`config.mk`:
```
export PLATFORM = sky130hd
export DESIGN_NAME = reward_packer_flat
export DESIGN_NICKNAME = d
export VERILOG_FILES = /design/src/rtl/reward_packer_if.sv /design/src/rtl/reward_packer.sv /design/src/flat_wrapper.sv
export SDC_FILE = /design/constraint.sdc
export NUM_CORES = 1
export LEC_CHECK = 0
export BUFFER_PORTS_ARGS = -buffer_cell sky130_fd_sc_hd__buf_4
export CORE_UTILIZATION = 50
export DETAILED_ROUTE_END_ITERATION = 6
export PLACE_DENSITY = 0.79
export SLEW_MARGIN = 20
export SYNTH_ARGS = -nofsm -noshare
export SYNTH_HDL_FRONTEND = slang
export SYNTH_SLANG_ARGS = --single-unit
```
`constraint.sdc`:
```
create_clock -name clk -period 5.9 [get_ports clk]
set_input_delay 0.885 -clock clk [delete_from_list [all_inputs] [get_ports clk]]
set_output_delay 0.885 -clock clk [all_outputs]
set_load 0.02 [all_outputs]
```
`src/rtl/reward_packer_if.sv`:
```
//------------------------------------------------------------------------------
// reward_packer_if
// Word-stream transmit interface from the reward packer to the radio layer.
//
// Handshake: a word transfers on a rising clk edge when tx_valid && tx_ready.
// While tx_valid is high and tx_ready is low, tx_data and tx_last are held
// stable. Once a packet starts, tx_valid stays high until its last word
// (tx_last) has transferred.
//
// Signals:
//   tx_data   master->slave  packet word
//   tx_valid  master->slave  tx_data holds a valid word
//   tx_last   master->slave  current word is word 7 of the packet
//   tx_ready  slave->master  receiver accepts the word this cycle
//------------------------------------------------------------------------------
`timescale 1ns/1ps
interface reward_packer_if #(
    parameter int WORD_WIDTH = 16
);
    logic [WORD_WIDTH-1:0] tx_data;
    logic                  tx_valid;
    logic                  tx_last;
    logic                  tx_ready;

    modport master (
        output tx_data,
        output tx_valid,
        output tx_last,
        input  tx_ready
    );

    modport slave (
        input  tx_data,
        input  tx_valid,
        input  tx_last,
        output tx_ready
    );
endinterface

```
`src/rtl/reward_packer.sv`:
```
//------------------------------------------------------------------------------
// reward_packer
// Queues every transmit trigger a node sees (HB ripple, INV ripple, CH INV,
// MR/CHT timer expiry, data/SOS forward, own data/SOS), picks the highest
// priority pending one, snapshots the node info into an 8-word packet and
// streams it over the tx word interface.
//
// Ports:
//   clk, rst           clock; synchronous active-high reset
//   en                 launch enable (triggers still queue while low)
//   rx_valid/rx_type/rx_hopsFromCH/iAmDestination  filtered received packet
//   form_start         cluster formation strobe
//   have_data          own data strobe
//   role, low_E        CH flag, low-energy flag
//   myNodeID..nextHop  node info words
//   tx                 word stream (master side)
//   busy               high in LATCH/SEND/DONE
//   reward_done        one-cycle pulse after a packet completes
//   dbg_state          current FSM state
//------------------------------------------------------------------------------
`timescale 1ns/1ps
module reward_packer #(
    parameter int                    WORD_WIDTH   = 16,
    parameter int                    MAX_INV_HOPS = 4,
    parameter int                    MR_TIMEOUT   = 15,
    parameter int                    CHT_TIMEOUT  = 15,
    parameter logic [WORD_WIDTH-1:0] SINK_ID      = '0,
    parameter logic [WORD_WIDTH-1:0] BCAST_ID     = '1
) (
    input  logic                  clk,
    input  logic                  rst,
    input  logic                  en,
    input  logic                  rx_valid,
    input  logic [2:0]            rx_type,
    input  logic [WORD_WIDTH-1:0] rx_hopsFromCH,
    input  logic                  iAmDestination,
    input  logic                  form_start,
    input  logic                  have_data,
    input  logic                  role,
    input  logic                  low_E,
    input  logic [WORD_WIDTH-1:0] myNodeID,
    input  logic [WORD_WIDTH-1:0] myEnergy,
    input  logic [WORD_WIDTH-1:0] myQValue,
    input  logic [WORD_WIDTH-1:0] hopsFromSink,
    input  logic [WORD_WIDTH-1:0] chosenCH,
    input  logic [WORD_WIDTH-1:0] nextHop,
    reward_packer_if.master       tx,
    output logic                  busy,
    output logic                  reward_done,
    output logic [1:0]            dbg_state
);
    localparam int TMAX = (MR_TIMEOUT > CHT_TIMEOUT) ? MR_TIMEOUT : CHT_TIMEOUT;
    localparam int TW   = (TMAX < 2) ? 1 : $clog2(TMAX + 1);

    localparam logic [2:0] T_HB   = 3'b000;
    localparam logic [2:0] T_INV  = 3'b010;
    localparam logic [2:0] T_MR   = 3'b011;
    localparam logic [2:0] T_CHT  = 3'b100;
    localparam logic [2:0] T_DATA = 3'b101;
    localparam logic [2:0] T_SOS  = 3'b110;

    // Pending-bit indices; lower index = higher priority.
    localparam int P_HB    = 0;
    localparam int P_INV   = 1;
    localparam int P_CHINV = 2;
    localparam int P_MR    = 3;
    localparam int P_CHT   = 4;
    localparam int P_FWD   = 5;
    localparam int P_OWN   = 6;

    typedef enum logic [1:0] {S_IDLE, S_LATCH, S_SEND, S_DONE} state_t;

    state_t                state, state_nxt;
    logic [6:0]            pend, set_vec, sel;
    logic                  hb_lock;
    logic [WORD_WIDTH-1:0] inv_hops, inv_hops_inc;
    logic [TW-1:0]         timer;
    logic                  timer_expire;
    logic [2:0]            fwd_type;
    logic [WORD_WIDTH-1:0] pkt [8];
    logic [2:0]            widx;
    logic [2:0]            pkt_type;
    logic [WORD_WIDTH-1:0] pkt_dst, pkt_w7, route_dst;

    // A form_start in the same cycle reloads the timer and swallows the expiry.
    assign timer_expire = (timer == TW'(1)) && !form_start;
    assign inv_hops_inc = (rx_hopsFromCH == '1) ? '1 : rx_hopsFromCH + 1'b1;
    assign route_dst    = (hopsFromSink == WORD_WIDTH'(1)) ? SINK_ID : nextHop;
    // Isolate the lowest set bit = highest-priority pending trigger.
    assign sel          = pend & (~pend + 7'd1);

    always_comb begin
        set_vec          = '0;
        set_vec[P_HB]    = rx_valid && (rx_type == T_HB) && !hb_lock;
        set_vec[P_INV]   = rx_valid && (rx_type == T_INV) &&
                           (rx_hopsFromCH < WORD_WIDTH'(MAX_INV_HOPS));
        set_vec[P_CHINV] = form_start && role;
        set_vec[P_MR]    = timer_expire && !role;
        set_vec[P_CHT]   = timer_expire && role;
        set_vec[P_FWD]   = rx_valid && ((rx_type == T_DATA) || (rx_type == T_SOS)) &&
                           iAmDestination;
        set_vec[P_OWN]   = have_data;
    end

    // Packet header fields for the trigger being launched.
    always_comb begin
        pkt_type = T_HB;
        pkt_dst  = BCAST_ID;
        pkt_w7   = '0;
        if (sel[P_INV]) begin
            pkt_type = T_INV;
            pkt_w7   = inv_hops;
        end else if (sel[P_CHINV]) begin
            pkt_type = T_INV;
        end else if (sel[P_MR]) begin
            pkt_type = T_MR;
            pkt_dst  = chosenCH;
        end else if (sel[P_CHT]) begin
            pkt_type = T_CHT;
        end else if (sel[P_FWD]) begin
            pkt_type = fwd_type;
            pkt_dst  = route_dst;
        end else if (sel[P_OWN]) begin
            pkt_type = low_E ? T_SOS : T_DATA;
            pkt_dst  = route_dst;
        end
    end

    // State register
    always_ff @(posedge clk) begin
        if (rst) state <= S_IDLE;
        else     state <= state_nxt;
    end

    // Next-state logic. IDLE looks at this cycle's triggers too so a trigger
    // reaches LATCH on the same edge that sets its pending bit.
    always_comb begin
        state_nxt = state;
        unique case (state)
            S_IDLE:  if (en && ((|pend) || (|set_vec))) state_nxt = S_LATCH;
            S_LATCH: state_nxt = S_SEND;
            S_SEND:  if (tx.tx_ready && (widx == 3'd7)) state_nxt = S_DONE;
            S_DONE:  state_nxt = S_IDLE;
            default: state_nxt = S_IDLE;
        endcase
    end

    // Datapath: pending bits, locks, timer, snapshot and word index.
    always_ff @(posedge clk) begin
        if (rst) begin
            pend     <= '0;
            hb_lock  <= 1'b0;
            inv_hops <= '0;
            timer    <= '0;
            fwd_type <= T_DATA;
            widx     <= '0;
            for (int i = 0; i < 8; i++) pkt[i] <= '0;
        end else begin
            // A new trigger in the LATCH cycle wins over the clear and re-pends.
            if (state == S_LATCH) pend <= (pend & ~sel) | set_vec;
            else                  pend <= pend | set_vec;

            if (set_vec[P_HB])                        hb_lock <= 1'b1;
            else if (rx_valid && (rx_type == T_DATA)) hb_lock <= 1'b0;

            if (set_vec[P_INV]) inv_hops <= inv_hops_inc;

            if (form_start)        timer <= role ? TW'(CHT_TIMEOUT) : TW'(MR_TIMEOUT);
            else if (timer != '0)  timer <= timer - TW'(1);

            if (set_vec[P_FWD]) fwd_type <= rx_type;

            if (state == S_LATCH) begin
                widx   <= '0;
                pkt[0] <= {{(WORD_WIDTH-3){1'b0}}, pkt_type};
                pkt[1] <= myNodeID;
                pkt[2] <= pkt_dst;
                pkt[3] <= myEnergy;
                pkt[4] <= myQValue;
                pkt[5] <= hopsFromSink;
                pkt[6] <= chosenCH;
                pkt[7] <= pkt_w7;
            end else if ((state == S_SEND) && tx.tx_ready) begin
                widx <= widx + 3'd1;
            end
        end
    end

    // Outputs
    always_comb begin
        tx.tx_valid = (state == S_SEND);
        tx.tx_data  = (state == S_SEND) ? pkt[widx] : '0;
        tx.tx_last  = (state == S_SEND) && (widx == 3'd7);
        busy        = (state != S_IDLE);
        reward_done = (state == S_DONE);
        dbg_state   = state;
    end
endmodule
```
`src/flat_wrapper.sv`:
```
// flat-port wrapper written by rule: the top's interface ports become plain ports
module reward_packer_flat 
#(
    parameter int                    WORD_WIDTH   = 16,
    parameter int                    MAX_INV_HOPS = 4,
    parameter int                    MR_TIMEOUT   = 15,
    parameter int                    CHT_TIMEOUT  = 15,
    parameter logic [WORD_WIDTH-1:0] SINK_ID      = '0,
    parameter logic [WORD_WIDTH-1:0] BCAST_ID     = '1
)
  (clk, rst, en, rx_valid, rx_type, rx_hopsFromCH, iAmDestination, form_start, have_data, role, low_E, myNodeID, myEnergy, myQValue, hopsFromSink, chosenCH, nextHop, busy, reward_done, dbg_state, tx_tx_data, tx_tx_valid, tx_tx_last, tx_tx_ready);
  reward_packer_if #(.WORD_WIDTH(WORD_WIDTH)) tx_i ();
  input  logic clk;
  input  logic rst;
  input  logic en;
  input  logic rx_valid;
  input  logic [2:0] rx_type;
  input  logic [WORD_WIDTH-1:0] rx_hopsFromCH;
  input  logic iAmDestination;
  input  logic form_start;
  input  logic have_data;
  input  logic role;
  input  logic low_E;
  input  logic [WORD_WIDTH-1:0] myNodeID;
  input  logic [WORD_WIDTH-1:0] myEnergy;
  input  logic [WORD_WIDTH-1:0] myQValue;
  input  logic [WORD_WIDTH-1:0] hopsFromSink;
  input  logic [WORD_WIDTH-1:0] chosenCH;
  input  logic [WORD_WIDTH-1:0] nextHop;
  output logic busy;
  output logic reward_done;
  output logic [1:0] dbg_state;
  output wire logic [$bits(tx_i.tx_data)-1:0] tx_tx_data;
  output wire logic [$bits(tx_i.tx_valid)-1:0] tx_tx_valid;
  output wire logic [$bits(tx_i.tx_last)-1:0] tx_tx_last;
  input wire logic [$bits(tx_i.tx_ready)-1:0] tx_tx_ready;
  assign tx_tx_data = tx_i.tx_data;
  assign tx_tx_valid = tx_i.tx_valid;
  assign tx_tx_last = tx_i.tx_last;
  assign tx_i.tx_ready = tx_tx_ready;
  reward_packer #(.WORD_WIDTH(WORD_WIDTH), .MAX_INV_HOPS(MAX_INV_HOPS), .MR_TIMEOUT(MR_TIMEOUT), .CHT_TIMEOUT(CHT_TIMEOUT), .SINK_ID(SINK_ID), .BCAST_ID(BCAST_ID)) u_core (.clk(clk), .rst(rst), .en(en), .rx_valid(rx_valid), .rx_type(rx_type), .rx_hopsFromCH(rx_hopsFromCH), .iAmDestination(iAmDestination), .form_start(form_start), .have_data(have_data), .role(role), .low_E(low_E), .myNodeID(myNodeID), .myEnergy(myEnergy), .myQValue(myQValue), .hopsFromSink(hopsFromSink), .chosenCH(chosenCH), .nextHop(nextHop), .tx(tx_i), .busy(busy), .reward_done(reward_done), .dbg_state(dbg_state));
endmodule
```
== Yosys cells after proc, flatten, opt, wreduce, memory -nomap -nowiden ==
Memory sizes are Yosys's and may differ from the RTL's. A register that Yosys moved wholly into a read port is not among the register bits.
Cells that the tools add are included.

* Bits in registers: 36
* Memory bits (writable): 128
* Input bits: 125
* Output and inout port bits: 22
* Logic and storage cells: 109
* Memories kept: 1

{| class="wikitable"
|+ Memories
! memory !! depth !! width !! read ports !! clocked after Yosys merged registers in !! wr ports !! RTL line !! source
|-
| u_core.pkt || 8 || 16 || 1 || 1 || 8 || reward_packer.sv:80 || <nowiki>logic [WORD_WIDTH-1:0] pkt [8];</nowiki>
|}

* Add/sub/neg operators: 4
* Magnitude comparators: 1
* Equal/unequal tests: 12
* Multiplexer cells: 40
* Bitwise gates (word level): 14
* Reductions and logical operators: 30

{| class="wikitable"
|+ Operator list
! cell !! count
|-
| 16-bit 2-to-1 mux || 18
|-
| 3-bit 2-to-1 mux || 8
|-
| 16-bit by 1-bit adder with 16-bit output (second input constant) || 1
|-
| 16-bit by 1-bit == test with 1-bit output (second input constant) || 1
|-
| 16-bit == test (second input constant) || 1
|-
| 16-bit by 3-bit less-than comparator with 1-bit output (second input constant) || 1
|-
| 1-bit logical AND || 15
|-
| 7-bit AND || 2
|-
| 7-bit NOT || 2
|-
| 7-bit bitwise OR || 2
|-
| 7-bit OR reduction || 2
|-
| 3-bit == test (second input constant) || 3
|-
| 4-bit 2-to-1 mux || 2
|-
| 1-bit bitwise OR || 8
|-
| 2-bit case mux with 4 select lines || 1
|-
| 7-bit by 1-bit adder with 7-bit output (second input constant) || 1
|-
| 1-bit 2-to-1 mux || 7
|-
| 7-bit 2-to-1 mux || 1
|-
| 2-bit 2-to-1 mux || 3
|-
| 2-bit nonzero test || 3
|-
| 2-bit == test (second input constant) || 2
|-
| 4-bit by 1-bit == test with 1-bit output (second input constant) || 1
|-
| 2-bit by 1-bit != test with 1-bit output (second input constant) || 2
|-
| 4-bit nonzero test || 1
|-
| 10 further kinds || 13
|}

== Longest topological paths before layout ==
Gate-level depths: netlist (run 1).

* Depth after elaboration: 10
* Gate-level depth with buffers: 7
* Depth with buffers taken out: 7

== Worst setup path after synthesis (run 1) ==
OpenSTA, ideal clock, no wires.

* Kind: input-to-reg
* Start: input port rst
* End: memory u_core.pkt[0][0], enable pin
* Setup time: 520 ps
* Arrival: 4192 ps
* Required time: 5380 ps
* Path slack: 1188 ps
* Cell stages on the path: 2
* Path buffers: 1
* Cells stage by stage: or2_2 > clkbuf_1

{| class="wikitable"
|+ RTL lines
! element !! RTL line !! source
|-
| from (decl) || flat_wrapper.sv:14 || <nowiki>input logic rst;</nowiki>
|-
| to (decl) || reward_packer.sv:80 ||
|}

==> flow_results.org, run 1 <==
** Routing
- After detailed routing, the average wire length per cell comes to approximately 18 µm.
- For this run, design rule violations remaining after detail routing come to 0.
- For this block, the initial DRC count from the detailed router was 555.
- The routed layout has approximately 5.0k vias.
- The first detailed-routing pass took 6 iterations.
- The count of nets left with antenna violations once routing finished came out at 0.
- In the routed layout, each cell is associated on average with a via count of 5.49.
- The routed design has approximately 17000 µm of wire.

** Layout
- Fill cell instance count of the final layout :: between 1k and 1.5k
- After the last flow step, the layout net total stands at approximately 860.
- Number of diodes :: 0
- From synthesis to final layout, the design area changed by 26.2%.
- The post-route netlist has a little under a third of its cells at a drive strength greater than 1.
- In the final layout, the multi-input gates occupy ~2700 µm².
- Area occupied by registers :: about 4200 µm²

** Floorplanning
- Vertical die dimension :: 121 µm
- Starting utilization of the core area :: about half
- The initialized floorplan defines between 40 and 50 standard-cell rows.
- The region available for standard cell placement spans ~14000 µm².
- The die covers 14700 µm².
- Number of primary I/O pins :: around 150
- Horizontal die dimension :: around 120 µm

** Synthesis
- For this run, the number of Yosys warnings is 0.
- The synthesized netlist occupies a cell area of 7120 µm².
- Cells taking the most area after synthesis :: sky130_fd_sc_hd__edfxtp_1 49%, sky130_fd_sc_hd__dfxtp_1 11%, sky130_fd_sc_hd__and2_1 9.4%
- Synthesis inferred about 150 register bits.
- Top cell type's share of synthesized area :: between 40% and 50%
- The synthesized design contains approximately 120 enable-type register cells.
- When the netlist entered floorplanning its net count stood at between 700 and 800.
- Of all flip-flops after synthesis, the portion carrying an async set or reset was 0%.
- Synthesis produced roughly 600 cells.
- Among all flip-flop cells after synthesis, the most frequent one is sky130_fd_sc_hd__edfxtp_1.
- Cell type with the highest aggregate area in the netlist :: sky130_fd_sc_hd__edfxtp_1
- Yosys mapped the design onto 44 distinct sky130hd cell types.
- Mean area per synthesized cell :: approximately 12 µm²
- Sequential elements use about three fifths of the synthesized area.

** CTS
- Number of H-tree levels :: 4
- After clock tree synthesis, the flow added hold-fix buffers numbering 0.
- Post-CTS Setup Repair Bufs :: 0
- Clock slew at the register clock pins of the worst setup and hold paths :: about 0.06 ns
- Number of clock sinks seen by CTS :: 154
- Clock tree from TritonCTS :: yes
- Clock tree synthesis selected as its root buffer the cell sky130_fd_sc_hd__clkbuf_16.
- At the later pin of the worst-skew pair, clock insertion delay measures 0.42 ns.
- In this run the deepest clock path goes through 2 buffers.
- In this run, post-CTS repair resized a total of 0 instances.
- Number of buffers created by CTS :: 17

** STA
- For this run, the top clock speed supported by timing is approximately 280 MHz.
- Tmin final :: between 3 and 4 ns
- Number of failing setup endpoints in the final timing report :: 0
- Clock skew on the completed layout was measured at about 0.0061 ns.
- Rel. slew slack :: 33.9%
- Final Max Slew Viols :: 0
- Transition at the pin with the smallest max-transition slack :: ~1 ns
- Post-route clock period utilization :: roughly three fifths
- Accumulated negative setup slack :: 0 ns
- Setup repair after global routing left no endpoint under its margin.
- Hold violation total from the final report :: 0

** Outcome
- The flow ran to the end, and the final reports show no timing, DRC or antenna violations.

** Worst setup path
- Critical path required time :: roughly 5.0 ns
- Type of the worst setup path :: reg2out
- The worst setup path is launched from a flip-flop.
- Worst reg2reg path startpoint :: u_core.dbg_state[0]
- Worst R2R Path Depth :: 7
- Max FO, Critical Path :: 34
- Data arrival time at the worst-slack endpoint :: 2.69 ns
- The worst register-to-register path has a setup slack of between 3 and 4 ns.
- Worst setup EP type :: output pin

** Place
- HPWL after detailed placement :: 11600 µm
- Buffers placed on the I/O ports in this run total between 100 and 150.
- The congestion estimate from routability-driven global placement came to a little under 0.9.

** Global route
- The initial antenna violation count is 0.
- Vias in the first global route :: slightly below 5k
- Pin count of the biggest net entering global routing :: 90
- First-pass GRT wire length :: ~26000 µm
- In the global route stage, overall resource usage came out at about a quarter.
- Global route overflow :: 0

** Power
- Power density cells :: ~370 nW/µm²
- Max VDD drop :: 0.000255 V
- For this design the static power due to leakage is about 3.6 nW.
- The design draws ~3.3 mW.

** Hold path
- Cells on Worst Hold Path :: 1
- The min-delay analysis places its worst path in the category reg2reg.
- Worst Min Path Start :: u_core.inv_hops[9]

** Flow run
- Number of violations of the max-capacitance limit :: 0
[where the power goes]
group	switching (mW)	internal, mW
registers	0.100	1.47
logic	0.363	0.286
clock network	0.421	0.699
total	0.884	2.46
[per-layer routing]
metal	part of all wire (%)	up-vias	GRT usage [%]	wire length, µm
met5	0	-	0	0
li1	-	2368	-	-
met4	3.4	0	11.0	572
met1	42	2409	32.0	7070
met2	48	195	36.9	8130
met3	6.2	41	5.59	1050
[metrics by stage]
stage	area [µm²]	util, %	setup slack [ns]	hold slack, ns	cells
after floorplan	7120	-	1.19	0.416	584
final	8980	64.7	2.33	0.451	913
after global placement	8350	60.1	2.77	0.433	880
after global routing	8980	64.7	2.08	0.471	913
after CTS	8960	64.6	2.26	0.454	912
after detailed placement	8350	60.1	2.67	0.439	880
[cell families (layout without fill, tap and decap cells)]
| group | Yosys count | in the layout | share of synthesized area (%) |
|---|---|---|---|
| adders and majority gates | 11 | 11 | 1.93 |
| muxes | 38 | 38 | 8.91 |
| xor gates and xnor gates | 5 | 5 | 0.615 |
| AOI/OAI and AO/OA | 94 | 94 | 7.73 |
| DFF | 154 | 154 | 59.5 |
| buffers and inverters | 47 | 196 | 2.58 |
| and+or+nand+nor | 235 | 235 | 18.8 |
[cell usage in the layout, fill, tap and decap left out, drive strengths merged, types with 11 or more instances in the layout]
cell type	count
edfxtp	115
o21ai	33
mux2	13
and2	107
buf	151
nor2b	23
a21oi	35
mux4	19
a22oi	14
clkbuf	22
ha	11
inv	14
dfxtp	39
nand2	38
nor2	29
[layout make-up]
type / instances / share of cell area (%)
sequential: 154 / 47.2
multi-input combinational: 383 / 30.2
timing repair buffer: 151 / 12.8
clock buffer: 22 / 5.28
tap: 180 / 2.51
clock inverter: 10 / 1.56
inverter: 13 / 0.543
[cells in the mapped netlist (2+ instances only)]
library cell,instances
sky130_fd_sc_hd__mux2i_1,6
sky130_fd_sc_hd__mux2_2,13
sky130_fd_sc_hd__buf_2,6
sky130_fd_sc_hd__nor3_1,5
sky130_fd_sc_hd__nor3b_1,4
sky130_fd_sc_hd__nand2_1,38
sky130_fd_sc_hd__clkbuf_1,25
sky130_fd_sc_hd__xnor2_1,2
sky130_fd_sc_hd__a21oi_1,35
sky130_fd_sc_hd__dfxtp_1,39
sky130_fd_sc_hd__xor2_1,3
sky130_fd_sc_hd__buf_1,3
sky130_fd_sc_hd__or3_1,5
sky130_fd_sc_hd__o31ai_1,2
sky130_fd_sc_hd__edfxtp_1,115
sky130_fd_sc_hd__nand3_1,4
sky130_fd_sc_hd__ha_1,11
sky130_fd_sc_hd__mux4_2,19
sky130_fd_sc_hd__a22oi_1,14
sky130_fd_sc_hd__nor4b_1,2
sky130_fd_sc_hd__and2_1,107
sky130_fd_sc_hd__nand2b_1,2
sky130_fd_sc_hd__inv_1,13
sky130_fd_sc_hd__or2_2,2
sky130_fd_sc_hd__o211a_1,2
sky130_fd_sc_hd__nor4_1,6
sky130_fd_sc_hd__o21ai_0,33
sky130_fd_sc_hd__nand4_1,2
sky130_fd_sc_hd__nor2b_1,23
sky130_fd_sc_hd__nor2_1,29
[worst max-delay path: stages (launching register included)]
cell and delay (ns):
sky130_fd_sc_hd__dfxtp_1 0.31, sky130_fd_sc_hd__buf_4 0.43, sky130_fd_sc_hd__nor2b_1 0.69, sky130_fd_sc_hd__a22oi_1 0.21
sky130_fd_sc_hd__o21ai_0 0.30, sky130_fd_sc_hd__and2_1 0.18, sky130_fd_sc_hd__buf_4 0.14
[final timing paths]
| kind | end |
|---|---|
| max | tx_tx_data[9] |
| min | u_core.inv_hops[9] |
| max reg2reg | u_core.dbg_state[0] |
| min reg2reg | u_core.inv_hops[9] |
[flip-flops by register name (all words and copies together), names as in the netlist, named ones only]
name	count
u_core.dbg_state	2
u_core.fwd_type	3
u_core.hb_lock	1
u_core.inv_hops	16
u_core.pend	7
u_core.pkt	115
u_core.timer	4
u_core.widx	3
(Power assumes the default switching activity.)
==> run 2, diff against run 1 <==
==> constraint.sdc (replaced) <==
create_clock -name clk -period 3.7 [get_ports clk]
set_input_delay 0.555 -clock clk [delete_from_list [all_inputs] [get_ports clk]]
set_output_delay 0.555 -clock clk [all_outputs]
set_load 0.02 [all_outputs]
==> flow_results.org, run 2 (synthesized netlist as in run 1, its figures left out) <==
** Outcome
- The flow ran to the end, and the final reports show no timing, DRC or antenna violations.

** CTS
- Clock slew at the register clock pins of the worst setup and hold paths :: 0.06 ns (about the same)
- The buffer depth of the longest clock path came to 2 (unchanged).
- Clock tree from TritonCTS :: yes
- Clock tree synthesis selected as its root buffer the cell sky130_fd_sc_hd__clkbuf_16.
- Clock latency on the worst-skew pair :: 0.43 ns (about the same)
- The cts-stage hold buffer count was 0 (unchanged).
- Number of clock sinks seen by CTS :: 154 (unchanged)
- Number of H-tree levels :: 4 (unchanged)
- Post-CTS Setup Repair Bufs :: 0 (unchanged)
- The total CTS buffers was 17 (unchanged).
- The total of cells resized after clock tree synthesis came to 0 (unchanged).

** Routing
- Number of design rule violations left after detail routing :: 0 (unchanged)
- The via count of the routed design is 5144 (+2.6%).
- Top routing layer in use :: met4
- Wirelength per Cell :: 18.7 µm (+1.3%)
- Vias per Instance :: 5.62 (+2.3%)
- The detailed-routed wire length on met3 came to 1240 µm (+19%).
- The post-detailed-routing wire length was 17100 µm (+1.6%).
- The initial DRC count came to 451 (-19%).
- Drt first pass iters :: 5 (-1)
- The routed length on met1 was 6910 µm (-2.3%).
- Detailed-routed wire length on met2 :: 8260 µm (+1.6%)
- The residual antenna-violating net count after detailed routing was 0 (unchanged).

** Floorplanning
- Number of primary I/O pins :: 147 (unchanged)
- The core area is 13900 µm² (unchanged).
- Vertical die dimension :: 121 µm (unchanged)
- The x dimension of the die is 121 µm (unchanged).
- Die Outline Area :: 14700 µm² (unchanged)
- Starting utilization of the core area :: 51.3% (unchanged)
- Number of rows created at floorplan :: 43 (unchanged)

** Worst setup path
- The highest fanout seen on the critical path is 34 (unchanged).
- Data arrival time at the worst-slack endpoint :: 2.63 ns (-0.06 ns)
- STA classifies the critical path startpoint as a flip-flop.
- The worst setup path is captured at an output pin.
- The critical path is of the reg2out type.
- The required time of the critical path is 3.14 ns (-1.88 ns).

** Layout
- Number of diodes :: 0 (unchanged)
- The flip-flop count of the largest register after layout was 115 (unchanged).
- The ratio of cells with drive above 1 in the final layout was 31.0% (+0.56 points).
- Most common cell after layout, fill and taps aside :: sky130_fd_sc_hd__buf_4
- The total number of nets in the final design came to 859 (+0.35%).
- Largest registers :: u_core.pkt x115, u_core.inv_hops x16, u_core.pend x7
- Register name with the most flops :: u_core.pkt
- Layout Area Growth over Synthesis :: 26.3% (about the same)
- Leading cell types in the layout, fill and taps excluded :: 152 x sky130_fd_sc_hd__buf_4, 115 x sky130_fd_sc_hd__edfxtp_1, 107 x sky130_fd_sc_hd__and2_1

** STA
- The accumulated negative setup slack was 0 ns (unchanged).
- The headroom to the max-slew limit came to 36.9% (+3.0 points).
- Post-Route Skew :: 0.0101 ns (+0.00396 ns)
- Tmin final :: approximately 3.2 ns
- The transition time at the pin with the least slew margin came to 0.946 ns (-0.0458 ns).
- The hold violation total from the final report was 0 (unchanged).
- Maximum achievable frequency :: roughly 310 MHz
- The max-slew violation total from the final report was 0 (unchanged).
- Least setup slack across all paths after layout :: 0.513 ns (-1.82 ns)
- Number of failing setup endpoints in the final timing report :: 0 (unchanged)
- Setup repair after global routing left no endpoint under its margin.
- Post-route clock period utilization :: between 80% and 90%

** Place
- The weighted congestion reported at the end of routability-driven placement is 0.915 (+4.1%).
- Number of I/O port buffers :: 146 (unchanged)
- Post-placement setup slack :: 0.983 ns (-1.68 ns)
- HPWL after detailed placement :: 12400 µm (+6.2%)

** Global route
- The largest net degree at the start of global routing is 60 (-33%).
- First-pass GRT wire length :: 26600 µm (+3.4%)
- The total routing usage reported by global routing came to 24.5% (+0.58 points).
- The initial antenna violation count was 0 (unchanged).
- Vias in the first global route :: 5073 (+3.2%)
- Global route overflow :: 0 (unchanged)

** Power
- Total leakage power :: 3.62 nW (about the same)
- The power density of the placed cells is 587 nW/µm² (+58%).
- The maximum ir drop on the vdd rail is 0.000393 V (+54%).

** Hold path
- Worst hold path type :: in2reg

** Flow run
- Number of violations of the max-capacitance limit :: 0 (unchanged)
-- run 2: changes by cell type in the layout (fill, tap and decap cells not counted) --
cell / before / now
sky130_fd_sc_hd__nor3_4: 0 / 1
sky130_fd_sc_hd__clkbuf_1: 2 / 0
sky130_fd_sc_hd__buf_12: 1 / 2
sky130_fd_sc_hd__inv_8: 0 / 3
sky130_fd_sc_hd__bufinv_16: 3 / 1
sky130_fd_sc_hd__clkinvlp_4: 3 / 4
sky130_fd_sc_hd__buf_4: 150 / 152
sky130_fd_sc_hd__clkinv_2: 2 / 0
sky130_fd_sc_hd__inv_6: 1 / 6
sky130_fd_sc_hd__clkbuf_8: 3 / 0
sky130_fd_sc_hd__nor3_2: 1 / 0
-- run 2: layout make-up --
class | count | area, µm²
Sequential cell | 154 | 4240
Multi-Input combinational cell | 383 | 2720
Clock inverter | 15 | 155
Tap cell | 180 | 225
Inverter | 13 | 48.8
Timing Repair Buffer | 154 | 1180
Fill cell | 1054 | 4890
Clock buffer | 17 | 425
-- run 2: final timing paths --
kind                  startpoint                  end  slack [ns]  cells past startpoint
max reg2reg  u_core.dbg_state[1]     u_core.pkt[2][7]        1.41                      6
min reg2reg  u_core.inv_hops[13]  u_core.inv_hops[13]        0.45                      1
min                    have_data       u_core.pend[6]        0.39                      3
max                    flip-flop       tx_tx_data[10]        0.51                      5
-- run 2: where the power goes --
group	switching [mW]	internal, mW
Combinational	0.566	0.469
Sequential	0.186	2.35
Clock	0.754	0.952
Total	1.51	3.77
-- run 2: per-stage QoR --
stage / hold WS, ns / cells / utilization, % / total power, mW / area (µm²)
after global placement: 0.428 / 884 / 60.5 / 3.53 / 8400
after CTS: 0.381 / 916 / 64.7 / 5.29 / 8980
after detailed placement: 0.440 / 884 / 60.5 / 3.59 / 8400
after global routing: 0.396 / 916 / 64.8 / 5.50 / 8990
final: 0.391 / 916 / 64.8 / 5.28 / 8990
after floorplan: 0.416 / 584 / - / 3.15 / 7120
-- run 2: per-layer routing --
metal	global-route usage, %	vias up
met3	5.22	58
li1	-	2374
met5	0	-
met1	32.2	2469
met4	11.3	0
met2	38.6	243
-- run 2: worst max-delay path, cell delays in order (launching register included) --
cell and delay, ns:
sky130_fd_sc_hd__dfxtp_2 0.95, sky130_fd_sc_hd__nor2b_1 0.43, sky130_fd_sc_hd__a22oi_1 0.33, sky130_fd_sc_hd__o21ai_0 0.12
sky130_fd_sc_hd__and2_1 0.21, sky130_fd_sc_hd__buf_4 0.15
